### config.mk
export PLATFORM = sky130hd
export DESIGN_NAME = imem_boot_loader
export DESIGN_NICKNAME = d
export VERILOG_FILES = /design/src/rtl/boot_pkg.sv /design/src/rtl/byte_word_packer.sv /design/src/rtl/imem_boot_loader.sv
export SDC_FILE = /design/constraint.sdc
export NUM_CORES = 1
export LEC_CHECK = 0
export ABC_AREA = 1
export CORE_MARGIN = 1
export CORE_UTILIZATION = 55
export CTS_BUF_LIST = sky130_fd_sc_hd__clkbuf_8
export CTS_CLUSTER_DIAMETER = 100
export DETAILED_ROUTE_END_ITERATION = 8
export PLACE_DENSITY = 0.9
export SLEW_MARGIN = 20
export SYNTH_ARGS = -nofsm -noshare
export SYNTH_HDL_FRONTEND = slang
export SYNTH_SLANG_ARGS = --single-unit
export TNS_END_PERCENT = 1
### constraint.sdc
create_clock -name i_clk -period 4.6 [get_ports i_clk]
set_input_delay 0.69 -clock i_clk [delete_from_list [all_inputs] [get_ports i_clk]]
set_output_delay 0.69 -clock i_clk [all_outputs]
set_load 0.02 [all_outputs]
### src/rtl/boot_pkg.sv
// Shared types and constants for the instruction-memory boot loader.
package boot_pkg;

   localparam int WORD_BYTES = 4;
   localparam int LEN_W      = 16;

   typedef enum logic [2:0] {
      ST_IDLE,
      ST_LEN_LO,
      ST_LEN_HI,
      ST_DATA,
      ST_CSUM,
      ST_DONE,
      ST_ERR
   } boot_state_t;

endpackage

### src/rtl/byte_word_packer.sv
// Assembles little-endian bytes into 32-bit words; pulses o_word_valid
// the cycle after the final byte of each word is accepted.
module byte_word_packer
   import boot_pkg::*;
(
   input  logic        i_clk,
   input  logic        i_reset,
   input  logic        i_clear,
   input  logic        i_byte_valid,
   input  logic [7:0]  i_byte,
   output logic        o_last_byte,
   output logic        o_word_valid,
   output logic [31:0] o_word
);

   localparam int CNT_W = $clog2(WORD_BYTES);

   logic [CNT_W-1:0] r_cnt;
   logic [31:0]      r_shift;
   logic [31:0]      r_word;
   logic             r_word_valid;
   logic [31:0]      w_assembled;

   // First byte of a word ends up in bits [7:0] after the last shift.
   assign w_assembled = {i_byte, r_shift[31:8]};
   assign o_last_byte = (r_cnt == CNT_W'(WORD_BYTES - 1));

   always_ff @(posedge i_clk or posedge i_reset) begin
      if (i_reset) begin
         r_cnt        <= '0;
         r_shift      <= '0;
         r_word       <= '0;
         r_word_valid <= 1'b0;
      end else begin
         r_word_valid <= 1'b0;
         if (i_clear) begin
            r_cnt   <= '0;
            r_shift <= '0;
         end else if (i_byte_valid) begin
            r_shift <= w_assembled;
            r_cnt   <= r_cnt + 1'b1;
            if (o_last_byte) begin
               r_word_valid <= 1'b1;
               r_word       <= w_assembled;
            end
         end
      end
   end

   assign o_word_valid = r_word_valid;
   assign o_word       = r_word;

endmodule

### src/rtl/imem_boot_loader.sv
// Streams a length-prefixed byte image into instruction memory while holding
// the core in reset. Optional trailing XOR checksum: BOOT_CHECKSUM_EN.
//   state  | meaning
//   IDLE   | waiting for start after reset
//   LEN_LO | expecting low byte of word count
//   LEN_HI | expecting high byte; zero/overflow decided here
//   DATA   | packing and writing image words
//   CSUM   | expecting XOR of all preceding frame bytes
//   DONE   | image good, core released
//   ERR    | overflow or bad checksum, core held in reset
module imem_boot_loader
   import boot_pkg::*;
#(
   parameter int IMEM_DEPTH = 256,
   parameter int ADDR_W     = $clog2(IMEM_DEPTH),
   parameter int BASE_ADDR  = 0
) (
   input  logic              i_clk,
   input  logic              i_reset,
   input  logic              i_start,
   input  logic              i_rx_valid,
   input  logic [7:0]        i_rx_data,
   output logic              o_rx_ready,
   output logic              o_imem_we,
   output logic [ADDR_W-1:0] o_imem_addr,
   output logic [31:0]       o_imem_wdata,
   output logic              o_core_reset,
   output logic              o_busy,
   output logic              o_done,
   output logic              o_err
);

`ifdef BOOT_CHECKSUM_EN
   localparam boot_state_t ST_AFTER_DATA = ST_CSUM;
   localparam logic        CSUM_EN       = 1'b1;
`else
   localparam boot_state_t ST_AFTER_DATA = ST_DONE;
   localparam logic        CSUM_EN       = 1'b0;
`endif

   localparam logic [LEN_W:0]    BASE_EXT  = (LEN_W + 1)'(BASE_ADDR);
   localparam logic [LEN_W:0]    DEPTH_EXT = (LEN_W + 1)'(IMEM_DEPTH);
   localparam logic [ADDR_W-1:0] BASE_PTR  = ADDR_W'(BASE_ADDR);

   boot_state_t       r_state;
   logic              r_rx_ready;
   logic [ADDR_W-1:0] r_imem_addr;
   logic [ADDR_W-1:0] r_ptr;
   logic [LEN_W-1:0]  r_remain;
   logic [7:0]        r_len_lo;
   logic              r_core_reset;
   logic              r_busy;
   logic              r_done;
   logic              r_err;

   logic              w_fire;
   logic              w_data_fire;
   logic              w_start;
   logic              w_last_byte;
   logic [LEN_W-1:0]  w_len;
   logic              w_overflow;

   assign w_fire      = i_rx_valid && r_rx_ready;
   assign w_data_fire = w_fire && (r_state == ST_DATA);
   assign w_start     = i_start && !r_busy;
   assign w_len       = {i_rx_data, r_len_lo};
   // 17-bit sum so a large N cannot wrap past the depth check.
   assign w_overflow  = (BASE_EXT + {1'b0, w_len}) > DEPTH_EXT;

   byte_word_packer u_packer (
      .i_clk        (i_clk),
      .i_reset      (i_reset),
      .i_clear      (w_start),
      .i_byte_valid (w_data_fire),
      .i_byte       (i_rx_data),
      .o_last_byte  (w_last_byte),
      .o_word_valid (o_imem_we),
      .o_word       (o_imem_wdata)
   );

`ifdef BOOT_CHECKSUM_EN
   logic [7:0] r_csum;

   always_ff @(posedge i_clk or posedge i_reset) begin
      if (i_reset) begin
         r_csum <= '0;
      end else if (w_start) begin
         r_csum <= '0;
      end else if (w_fire && (r_state inside {ST_LEN_LO, ST_LEN_HI, ST_DATA})) begin
         r_csum <= r_csum ^ i_rx_data;
      end
   end
`endif

   always_ff @(posedge i_clk or posedge i_reset) begin
      if (i_reset) begin
         r_state      <= ST_IDLE;
         r_rx_ready   <= 1'b0;
         r_imem_addr  <= '0;
         r_ptr        <= '0;
         r_remain     <= '0;
         r_len_lo     <= '0;
         r_core_reset <= 1'b1;
         r_busy       <= 1'b0;
         r_done       <= 1'b0;
         r_err        <= 1'b0;
      end else if (w_start) begin
         r_state      <= ST_LEN_LO;
         r_rx_ready   <= 1'b1;
         r_core_reset <= 1'b1;
         r_busy       <= 1'b1;
         r_done       <= 1'b0;
         r_err        <= 1'b0;
         r_ptr        <= BASE_PTR;
      end else begin
         case (r_state)
            ST_IDLE: ;
            ST_LEN_LO: begin
               if (w_fire) begin
                  r_len_lo <= i_rx_data;
                  r_state  <= ST_LEN_HI;
               end
            end
            ST_LEN_HI: begin
               if (w_fire) begin
                  if (w_len == '0) begin
                     r_state    <= ST_AFTER_DATA;
                     r_rx_ready <= CSUM_EN;
                  end else if (w_overflow) begin
                     r_state    <= ST_ERR;
                     r_rx_ready <= 1'b0;
                  end else begin
                     r_remain <= w_len;
                     r_state  <= ST_DATA;
                  end
               end
            end
            ST_DATA: begin
               if (w_data_fire && w_last_byte) begin
                  r_imem_addr <= r_ptr;
                  r_ptr       <= r_ptr + 1'b1;
                  r_remain    <= r_remain - 1'b1;
                  if (r_remain == LEN_W'(1)) begin
                     r_state    <= ST_AFTER_DATA;
                     r_rx_ready <= CSUM_EN;
                  end
               end
            end
`ifdef BOOT_CHECKSUM_EN
            ST_CSUM: begin
               if (w_fire) begin
                  r_rx_ready <= 1'b0;
                  r_state    <= (i_rx_data == r_csum) ? ST_DONE : ST_ERR;
               end
            end
`endif
            ST_DONE: begin
               r_core_reset <= 1'b0;
               r_done       <= 1'b1;
               r_busy       <= 1'b0;
            end
            ST_ERR: begin
               r_err  <= 1'b1;
               r_busy <= 1'b0;
            end
            default: begin
               r_state    <= ST_IDLE;
               r_rx_ready <= 1'b0;
            end
         endcase
      end
   end

   assign o_rx_ready   = r_rx_ready;
   assign o_imem_addr  = r_imem_addr;
   assign o_core_reset = r_core_reset;
   assign o_busy       = r_busy;
   assign o_done       = r_done;
   assign o_err        = r_err;

endmodule
=== After elaboration in Yosys (flattened, before gate mapping) ===
Index checks and enable logic that the tools add are counted.

* Register bits: 115
* Bits in latches: 0
* Bits in writable memories: 0
* ROM bits: 0
* Bits of input ports: 12
* Output and inout bits: 46
* Logic and storage cells: 99
* Memories: 0

* $add $sub $neg: 3
* $mul: 0
* Div/mod/pow operators: 0
* Magnitude comparators: 1
* Equality and inequality tests: 18
* Shift operators: 0
* Mux-type cells: 38
* Bitwise operators: 1
* Reductions and logical operators: 24

{| class="wikitable"
|+ Operator list
! operator !! number
|-
| $mux W16 || 4
|-
| $mux W32 || 2
|-
| $pmux W16 S2 || 1
|-
| $mux W8 || 3
|-
| $mux W3 || 7
|-
| $mux W1 || 17
|-
| $eq A16 B1 Y1 const B || 1
|-
| $gt A16 B9 Y1 const B || 1
|-
| $logic_not A16 Y1 || 1
|-
| $sub A16 B1 Y16 const B || 1
|-
| $reduce_bool A2 Y1 || 7
|-
| $pmux W3 S4 || 1
|-
| $reduce_and A5 Y1 || 2
|-
| $reduce_and A3 Y1 || 3
|-
| $add A8 B1 Y8 const B || 1
|-
| $eq A3 B2 Y1 const B || 2
|-
| $eq A3 B3 Y1 const B || 2
|-
| $ne A2 B1 Y1 const B || 3
|-
| $ne A2 B2 Y1 const B || 3
|-
| $ne A3 B1 Y1 const B || 2
|-
| $ne A3 B2 Y1 const B || 2
|-
| $reduce_and A6 Y1 || 1
|-
| $logic_and A1 B1 Y1 || 4
|-
| $mux W2 || 2
|-
| 12 further kinds || 12
|}

=== Logic depth before layout (Yosys ltp) ===
Gate-level depths: netlist of run 1.

* Depth after elaboration: 6
* Depth in mapped cells: 12
* Depth with buffers taken out: 11

=== Modules after synthesis ===
A second synthesis of run 1 with hierarchy kept.

* Cells, all modules: 645
* Area, all modules: 5694.2 sq um

{| class="wikitable"
|+ Modules (own cells, without submodules)
! module !! times used !! cells each !! area each (sq um) !! sequential area each (sq um)
|-
| byte_word_packer || 1 || 261 || 2880.3 || 1476.4
|-
| imem_boot_loader || 1 || 384 || 2813.9 || 1202.4
|}

=== Worst setup path before layout of run 1 ===
No wires, ideal clock.

* Kind: input -> register
* Start: in i_start
* End: reg r_remain[7]
* Setup time: 0.117 ns
* Arrival: 1.816 ns
* Required time: 4.483 ns
* Setup slack: 2.666 ns
* Stages on the path: 8
* Path buffers: 2
* Cell sequence: nand2_1 -> inv_1 -> buf_1 -> a21oi_1 -> nand2_2 -> buf_6 -> nand2_1 -> nand2_1

* Longest elaborated chain between the ends: 3

{| class="wikitable"
|+ Ends and longest elaborated chain
! item !! line !! RTL
|-
| from (decl) || imem_boot_loader.sv:20 || <nowiki>input logic i_start,</nowiki>
|-
| $logic_and A1 B1 Y1 || imem_boot_loader.sv:65 || <nowiki>assign w_start = i_start && !r_busy;</nowiki>
|-
| $not A1 Y1 (no line) || -- ||
|-
| $reduce_and A6 Y1 (no line) || -- ||
|-
| to (signal assigned) || imem_boot_loader.sv:133 || <nowiki>r_remain <= w_len;</nowiki>
|-
| to (signal assigned) || imem_boot_loader.sv:142 || <nowiki>r_remain <= r_remain - 1'b1;</nowiki>
|-
| to (decl) || imem_boot_loader.sv:49 || <nowiki>logic [LEN_W-1:0] r_remain;</nowiki>
|}

Every way passes these cells.
A chain may end at the register's enable or synchronous reset.

=== Worst setup path after layout of run 1 ===
* Start: in i_rx_valid
* End: reg u_packer.r_word[21] (netlist: u_packer.o_word[21])

* Longest elaborated chain between the ends: 3

{| class="wikitable"
|+ Ends and longest elaborated chain
! item !! line !! RTL
|-
| from (decl) || imem_boot_loader.sv:21 || <nowiki>input logic i_rx_valid,</nowiki>
|-
| $logic_and A1 B1 Y1 || imem_boot_loader.sv:63 || <nowiki>assign w_fire = i_rx_valid && r_rx_ready;</nowiki>
|-
| $logic_and A1 B1 Y1 || imem_boot_loader.sv:64 || <nowiki>assign w_data_fire = w_fire && (r_state == ST_DATA);</nowiki>
|-
| $reduce_and A3 Y1 (no line) || -- ||
|-
| to (signal assigned) || byte_word_packer.sv:44 || <nowiki>r_word <= w_assembled;</nowiki>
|-
| to (decl) || byte_word_packer.sv:20 || <nowiki>logic [31:0] r_word;</nowiki>
|}

Every way passes these cells.

==> results of run 1 <==
[power by group through the flow]
stage               clock network (mW)  logic [mW]  registers, mW
floorplan                            0      0.0196          0.959
global placement                     0      0.0410          0.958
detailed placement                   0      0.0422          0.958
CTS                              0.588      0.0426          0.940
global route                     0.628      0.0472          0.940
finish                           0.580      0.0421          0.940
[synth_stat cells (all sizes together)]
master	n	share of area
a21oi	16	0.016
a31oi	3	0.0038
buf	9	0.010
clkbuf	15	0.011
clkinv	1	0.0010
dfrtp	106	0.53
dfstp	1	0.0053
ha	4	0.010
inv	72	0.054
nand2	172	0.13
nand3	66	0.066
nand3b	2	0.0030
nand4	2	0.0025
nor2	53	0.046
nor3	3	0.0040
o211ai	2	0.0030
o21a	1	0.0015
o21ai	89	0.090
o21bai	1	0.0015
or2	1	0.0013
xnor2	1	0.0018
xor2	1	0.0018
[state kept, by name (all words and copies together), names as in the netlist]
name,cells
o_busy,1
r_state,3
u_packer.o_word,32
r_ptr,8
u_packer.r_cnt,2
u_packer.r_shift,24
o_core_reset,1
o_imem_addr,8
o_done,1
r_len_lo,8
r_remain,16
o_rx_ready,1
o_err,1
u_packer.o_word_valid,1
[cell families (layout without fill, tap and decap cells)]
kind of cell	after synthesis	after routing	synth area share
simple gates	299	299	0.257
fa+ha+maj	4	4	0.0100
compound gates	112	112	0.116
flops	107	107	0.537
xor+xnor	2	2	0.00351
buf+inv	97	150	0.0765
[area by class of cell]
type	instances	area, sq um	area share
clock buffers	9	124	0.0213
clock inverters	7	81.3	0.0140
inverters	73	279	0.0479
multi-input cells	417	1930	0.331
flip-flops and latches	107	2680	0.460
well taps	108	135	0.0232
repair buffers	61	601	0.103
[final timing paths]
check	start	endpoint	slack [ns]	cells past startpoint
setup / recovery	i_rx_valid	u_packer.o_word[21]	1.58	9
hold / removal	o_core_reset	o_core_reset	0.49	2
setup reg to reg	r_state[2]	u_packer.o_word[21]	1.72	7
hold reg to reg	o_core_reset	o_core_reset	0.49	2
max in group asynchronous	i_reset	r_remain[1]	2.82	3
min in group asynchronous	i_reset	o_imem_addr[3]	0.86	2
[metal layers]
| layer | up-vias | GRT usage | wire [um] |
|---|---|---|---|
| li1 | 2075 | - | - |
| met1 | 2080 | 0.355 | 4870 |
| met2 | 222 | 0.412 | 5500 |
| met3 | 50 | 0.0482 | 921 |
| met4 | 0 | 0.140 | 573 |
| met5 | - | 0 | 0 |
[critical path: cells and delay by family]
family | cells | cell delay [ns]
buffers and inverters | 4 | 1.58
AND/OR/NAND/NOR | 4 | 0.53
AO/OA/AOI/OAI | 1 | 0.47
[through the flow]
stage / util / instance area, sq um / hold WS [ns] / instances / power, mW
after detailed placement: 0.641 / 5620 / 0.467 / 766 / 1.00
after floorplan: - / 4990 / 0.442 / 621 / 0.978
after global routing: 0.665 / 5820 / 0.521 / 782 / 1.62
final: 0.665 / 5820 / 0.490 / 782 / 1.56
after global placement: 0.641 / 5620 / 0.457 / 766 / 0.999
after CTS: 0.664 / 5820 / 0.486 / 782 / 1.57
==> flow_summary.json, run 1 <==
{
  "status": "finished clean",
  "fillers": 678,
  "postLayoutSetupSlackWorst_ns": 1.58,
  "globalRouteOverflowTotal": 0,
  "maxCapViolCount": 0,
  "power_density_mw_per_mm2": 268,
  "cp.required_ns": 4.88,
  "synth_nets": 637,
  "layout_common_cells": "168 x nand2_1, 106 x dfrtp_1, 78 x o21ai_0, 70 x inv_1, 66 x nand3_1",
  "ctsResizeCount": 0,
  "worst_path_max_delay_cell": "clkinv_2",
  "antenna_found_initial": 0,
  "drt_wl_total_um": 11900,
  "core_sq_mm": 0.00876,
  "pin_count": 58,
  "startpoint_type": "primary input",
  "firstDrtPassIters": 5,
  "p_seq_frac": 0.602,
  "diodes": 0,
  "ctsHoldBuffers": 0,
  "grt_max_degree": 82,
  "cellLeakagePower_nw": 2.95,
  "tightest_slew_ns": 0.958,
  "die_w_um": 97.2,
  "yosysSeqAreaShare": 0.537,
  "area_delta_synth_final_pct": 16.8,
  "final_common_cell": "nand2_1",
  "grt_use_total": 0.264,
  "antenna_left": 0,
  "path_class": "primary input to flop",
  "drtIter0Drc": 516,
  "drive_above_1_share": 0.0504,
  "die_area_sq_mm": 0.00945,
  "final-hold-violation-count": 0,
  "ys_ff_latch": 107,
  "vias": 4427,
  "crit_path_end_kind": "flop",
  "rsz0062_at_grt": "no",
  "finalSetupViolCount": 0,
  "place_congestion": 0.943,
  "place_ws_ns": 1.38,
  "rows": 34,
  "portBuffers": 57,
  "hpwl_um": 8270,
  "skew_ns": 0.0119,
  "crit_fanout": 79,
  "die_h_um": 97.2,
  "insertion_delay_ns": 0.39,
  "crit_path_cell_trace": "clkdlybuf4s50_1 -> nand2_1 -> inv_1 -> nand2_4 -> clkinv_2 -> nand2_4 -> nor2_4 -> clkinv_2 -> o21ai_0",
  "ctsLongestPathBuffers": 2,
  "cts_tree": "yes",
  "routedWlPerCell_um": 15.2,
  "start_util": 0.569,
  "crit_arrival_ns": 3.30,
  "htreeDepth": 3,
  "clock_sinks": 107,
  "critPathMaxStageDelay_ns": 0.70,
  "synthCells": 621,
  "sw_frac_of_total": 0.252,
  "hold_class": "flop to flop",
  "max_freq_mhz": 331,
  "tns_ns": 0,
  "via_per_inst": 5.66,
  "ir_drop_uv": 205,
  "slew_violations": 0,
  "cts_buffers": 9,
  "cts_setup_buffers": 0,
  "cts-root-buf": "clkbuf_8",
  "clkSlewWorstSetupHoldPaths_ns": 0.11,
  "period_minus_slack_ns": 3.02,
  "synth_area_per_cell_sq_um": 8.03,
  "fin_crit_sh": 0.656,
  "drc": 0,
  "yosys_warnings": 0,
  "p_clk_frac": 0.371,
  "grt_pass1_wl_um": 19900,
  "synth_cell_type_count": 33,
  "p_switching_mw": 0.394,
  "nets": 685,
  "slew-limit-headroom": 0.362,
  "first_global_vias": 4165,
  "p_int_mw": 1.17,
  "netlist_area_sq_mm": 0.00499,
  "pwr-share-comb": 0.027
}
Note: power is estimated with default switching activity, not from simulation.
==> inputs of run 2 (changes only) <==
- CORE_UTILIZATION: 55 -> 52
- PLACE_DENSITY: 0.9 -> 0.89
- clock period: 4.6 -> 2.5 ns (I/O delays scaled with it)
==> run 2 against run 1 <==
Register-to-register slack got worse by 1.5 ns. Critical endpoint is now r_remain[14]. Final cell count grew 4.1%. Highest routed layer unchanged. Largest power group unchanged. Global-route usage shrank 0.99 points. Critical path depth rose by 2. Largest cell class unchanged.
==> flow_summary.json, run 2 (same netlist as run 1, synthesis figures left out) <==
{
  "place_congestion": 0.904,
  "final_common_cell": "nand2_1",
  "reg2reg_to": "r_remain[14]",
  "vias": 4419,
  "power_density_mw_per_mm2": 482,
  "crit_path_end_kind": "flop",
  "htreeDepth": 3,
  "crit_path_cell_trace": "nand2_2 -> nor2_8 -> nand2_4 -> clkinv_2 -> nand2_4 -> nand2_1 -> o21ai_2 -> nor2_4 -> nand2_2 -> nand2_1 -> nand2_1",
  "clkSlewWorstSetupHoldPaths_ns": 0.12,
  "critPathMaxStageDelay_ns": 0.48,
  "ctsHoldBuffers": 0,
  "crit_start": "r_state[0]",
  "ctsResizeCount": 0,
  "final-hold-violation-count": 0,
  "sw_frac_of_total": 0.249,
  "die_w_um": 99.9,
  "period_minus_slack_ns": 2.28,
  "slew_violations": 0,
  "antenna_left": 0,
  "globalRouteOverflowTotal": 0,
  "cp.required_ns": 2.76,
  "total_power_mw": 2.87,
  "maxCapViolCount": 0,
  "max_freq_mhz": 439,
  "path_class": "flop to flop",
  "die_area_sq_mm": 0.00998,
  "grt_use_total": 0.255,
  "via_per_inst": 5.43,
  "portBuffers": 57,
  "nets": 696,
  "core_sq_mm": 0.00928,
  "routedWlPerCell_um": 14.3,
  "cts_setup_buffers": 0,
  "tns_ns": 0,
  "insertion_delay_ns": 0.37,
  "drc": 0,
  "ir_drop_uv": 340,
  "cts_tree": "yes",
  "cellLeakagePower_nw": 3.00,
  "instances_no_fill": 814,
  "p_int_mw": 2.15,
  "placedCellCount": 798,
  "cts_buffers": 9,
  "rsz0062_at_grt": "no",
  "placed_area_sq_mm": 0.00575,
  "clock_sinks": 107,
  "tightest_slew_ns": 0.625,
  "critical_path_buf_inv_count": 1,
  "grt_pass1_wl_um": 20000,
  "first_global_vias": 4281,
  "drive_above_1_share": 0.0657,
  "slew-limit-headroom": 0.584,
  "p_switching_mw": 0.714,
  "drt_wl_total_um": 11700,
  "holdWs_ns": 0.430,
  "final_area_sq_mm": 0.00595,
  "antenna_found_initial": 0,
  "area_delta_synth_final_pct": 19.4,
  "rows": 35,
  "start_util": 0.537,
  "worst_path_max_delay_cell": "dfrtp_1",
  "pin_count": 58,
  "hpwl_um": 8210,
  "finalSetupViolCount": 0,
  "path_common_cell": "nand2_1",
  "status": "finished clean",
  "p_seq_frac": 0.603,
  "grt_max_degree": 108,
  "pwr-share-comb": 0.030,
  "p_clk_frac": 0.367,
  "drtIter0Drc": 309,
  "r2r_start": "r_state[0]",
  "skew_ns": 0.0142,
  "largest_reg_flops": 32,
  "fin_crit_sh": 0.911,
  "crit_arrival_ns": 2.53,
  "crit_fanout": 18,
  "die_h_um": 99.9,
  "rrSetupSlack_ns": 0.22,
  "ctsLongestPathBuffers": 2,
  "cts-root-buf": "clkbuf_8",
  "firstDrtPassIters": 5,
  "ff2ff_path_depth": 11,
  "diodes": 0,
  "layout_common_cells": "168 x nand2_1, 106 x dfrtp_1, 78 x o21ai_0, 70 x inv_1, 66 x nand3_1",
  "crit_family": "simple AND/OR/NAND/NOR gates",
  "hold_class": "primary input to asynchronous set/reset pin",
  "startpoint_type": "flop"
}
[run 2: cell count changes in the layout (fill, tap and decap cells not counted)]
cell / change
clkinv_2: -1
clkinvlp_4: +2
buf_4: +9
inv_4: -1
clkinv_4: -1
buf_12: +2
inv_6: +1
inv_2: +1
inv_8: -1
[run 2: routing by layer]
metal | global-route usage | vias to the layer above | wire length, um
met4 | 0.0916 | 0 | 236
met2 | 0.408 | 162 | 5690
li1 | - | 2103 | -
met1 | 0.355 | 2129 | 5040
met3 | 0.0397 | 25 | 712
met5 | 0 | - | 0
[run 2: power groups by stage]
stage,logic [mW],clock network (mW),registers (mW)
6_report,0.0852,1.05,1.73
5_1_grt,0.0963,1.14,1.73
4_1_cts,0.0873,1.07,1.73
3_5_place_dp,0.0867,0,1.76
3_3_place_gp,0.0852,0,1.76
2_1_floorplan,0.0365,0,1.76
[run 2: metrics by stage]
step	setup slack (ns)	util
after CTS	0.224	0.641
after floorplan	0.746	-
final	0.223	0.641
after global placement	0.104	0.620
after global routing	0.0295	0.641
after detailed placement	0.0258	0.620
[run 2: worst max-delay path by stage]
stage / endpoint / slack [ns] / cells past startpoint
2_1_floorplan: r_remain[7] / 0.75 / 9
3_3_place_gp: r_remain[10] / 0.10 / 11
3_5_place_dp: r_remain[14] / 0.03 / 11
4_1_cts: r_remain[14] / 0.22 / 11
5_1_grt: r_remain[3] / 0.03 / 11
6_report: r_remain[14] / 0.22 / 11
[run 2: tightest hold or removal path, cell delays in order]
cell and delay (ns):
clkdlybuf4s50_1 0.44, clkinvlp_4 0.10, buf_12 0.35
[run 2: cell type report]
| cell class | count | area (sq um) |
|---|---|---|
| clock buffer | 9 | 124 |
| clock inverter | 7 | 77.6 |
| fill | 769 | 3330 |
| inverter | 73 | 279 |
| multi-input combinational | 417 | 1930 |
| sequential | 107 | 2680 |
| tap | 129 | 161 |
| timing repair buffer | 72 | 708 |
==> inputs of run 3 (changes only) <==
- CELL_PAD_IN_SITES_DETAIL_PLACEMENT: default -> 0
- CELL_PAD_IN_SITES_GLOBAL_PLACEMENT: default -> 1
- CORE_UTILIZATION: 52 -> 39
==> run 3 against run 2 <==
Combinational power is 9.4% higher. Final cell count grew 5.2%. Via count decreased by 4.1%. Hold slack worse by 0.024 ns. First-iteration DRC count down 16%. Sequential share of layout area shrank 0.61 points. Cell area rose by 1.4%. Critical path type unchanged. Largest cell class unchanged. Largest power group unchanged.
==> flow_summary.json, run 3 (same netlist as run 1, synthesis figures left out) <==
{
  "top_usage_layer": "met2",
  "finalSetupViolCount": 0,
  "maxCapViolCount": 0,
  "grtUsageMet3": 0.0300,
  "die_h_um": 115,
  "ir_drop_uv": 304,
  "pin_count": 58,
  "portBuffers": 57,
  "drive_above_1_share": 0.0698,
  "crit_path_end_kind": "flop",
  "area_delta_synth_final_pct": 21.1,
  "crit_fanout": 18,
  "postLayoutSetupSlackWorst_ns": 0.400,
  "ff2ff_path_depth": 8,
  "layout_common_cells": "168 x nand2_1, 106 x dfrtp_1, 78 x o21ai_0, 70 x inv_1, 66 x nand3_1",
  "nets": 699,
  "start_util": 0.408,
  "first_global_vias": 4180,
  "placed_area_sq_mm": 0.00582,
  "ctsHoldBuffers": 0,
  "cts_tree": "yes",
  "power_density_mw_per_mm2": 482,
  "via_per_inst": 4.95,
  "grt_pass1_wl_um": 20400,
  "diodes": 0,
  "grt_use_met2": 0.294,
  "insertion_delay_ns": 0.40,
  "path_class": "flop to flop",
  "rows": 40,
  "antenna_left": 0,
  "slew_violations": 0,
  "max_freq_mhz": 476,
  "total_power_mw": 2.91,
  "grt_use_total": 0.200,
  "die_w_um": 115,
  "fin_crit_sh": 0.840,
  "place_ws_ns": -0.0240,
  "tns_ns": 0,
  "period_minus_slack_ns": 2.10,
  "fillers": 1232,
  "htreeDepth": 3,
  "rsz0062_at_grt": "no",
  "use_met1": 0.289,
  "globalRouteOverflowTotal": 0,
  "cellLeakagePower_nw": 3.02,
  "rrSetupSlack_ns": 0.40,
  "antenna_found_initial": 0,
  "clock_sinks": 107,
  "pwr-share-comb": 0.032,
  "startpoint_type": "flop",
  "skew_ns": 0.0138,
  "r2r_start": "r_state[2]",
  "place_congestion": 0.827,
  "drt_wl_total_um": 12100,
  "hpwl_um": 8470,
  "vias": 4238,
  "cts_buffers": 9,
  "crit_arrival_ns": 2.37,
  "reg2reg_to": "r_state[2]",
  "hold_class": "primary input to asynchronous set/reset pin",
  "clkSlewWorstSetupHoldPaths_ns": 0.12,
  "p_int_mw": 2.16,
  "drtIter0Drc": 261,
  "cts_setup_buffers": 0,
  "grt_max_degree": 66,
  "p_seq_frac": 0.595,
  "cp.required_ns": 2.77,
  "largest_reg_flops": 32,
  "p_clk_frac": 0.373,
  "status": "finished clean",
  "ctsLongestPathBuffers": 2,
  "die_area_sq_mm": 0.0132,
  "sw_frac_of_total": 0.257,
  "firstDrtPassIters": 4,
  "holdWs_ns": 0.406,
  "ctsResizeCount": 0,
  "routedWlPerCell_um": 14.1,
  "final-hold-violation-count": 0,
  "final_common_cell": "nand2_1",
  "final_area_sq_mm": 0.00604,
  "p_switching_mw": 0.748,
  "tightest_slew_ns": 0.455,
  "drc": 0,
  "cts-root-buf": "clkbuf_8",
  "core_sq_mm": 0.0122,
  "slew-limit-headroom": 0.696
}
## run 3: critical path: stages, from the launching register on
cell and delay [ns]:
dfrtp_1 0.54, nor2_8 0.35, nand2_4 0.11, nor2_1 0.37
nand3_1 0.15, nand2_1 0.12, nand3b_1 0.17, nand2_1 0.09
o21ai_0 0.09
## run 3: area by class of cell
cell class / instances / area, sq um / share of cell area
tap: 168 / 210 / 0.0348
sequential: 107 / 2680 / 0.444
clock inverter: 7 / 75.1 / 0.0124
clock buffer: 9 / 124 / 0.0205
timing repair buffer: 75 / 743 / 0.123
multi-input combinational: 417 / 1930 / 0.319
inverter: 73 / 279 / 0.0462
## run 3: per-stage QoR
stage / util / instances
after floorplan: - / 621
after global placement: 0.477 / 838
after detailed placement: 0.477 / 838
after CTS: 0.493 / 854
after global routing: 0.494 / 856
final: 0.494 / 856
## run 3: power groups by stage
stage	clock network (mW)	registers, mW	logic [mW]
after CTS	1.12	1.73	0.0959
after global routing	1.18	1.73	0.105
final	1.09	1.73	0.0932
after detailed placement	0	1.76	0.0958
after floorplan	0	1.76	0.0365
after global placement	0	1.76	0.0945
## run 3: worst max path at each step
stage,to,start,slack (ns)
after floorplan,r_remain[7],o_busy,0.75
after global placement,r_remain[9],i_rx_data[4],-0.02
after detailed placement,r_remain[8],i_rx_data[4],-0.02
after CTS,r_remain[12],r_state[2],0.23
after global routing,r_state[1],r_state[1],0.17
final,r_state[2],r_state[2],0.40
## run 3: per-layer routing
metal / wire [um] / up-vias
li1: - / 2099
met1: 5940 / 2029
met2: 5350 / 91
met3: 523 / 19
met4: 251 / 0
met5: 0 / -
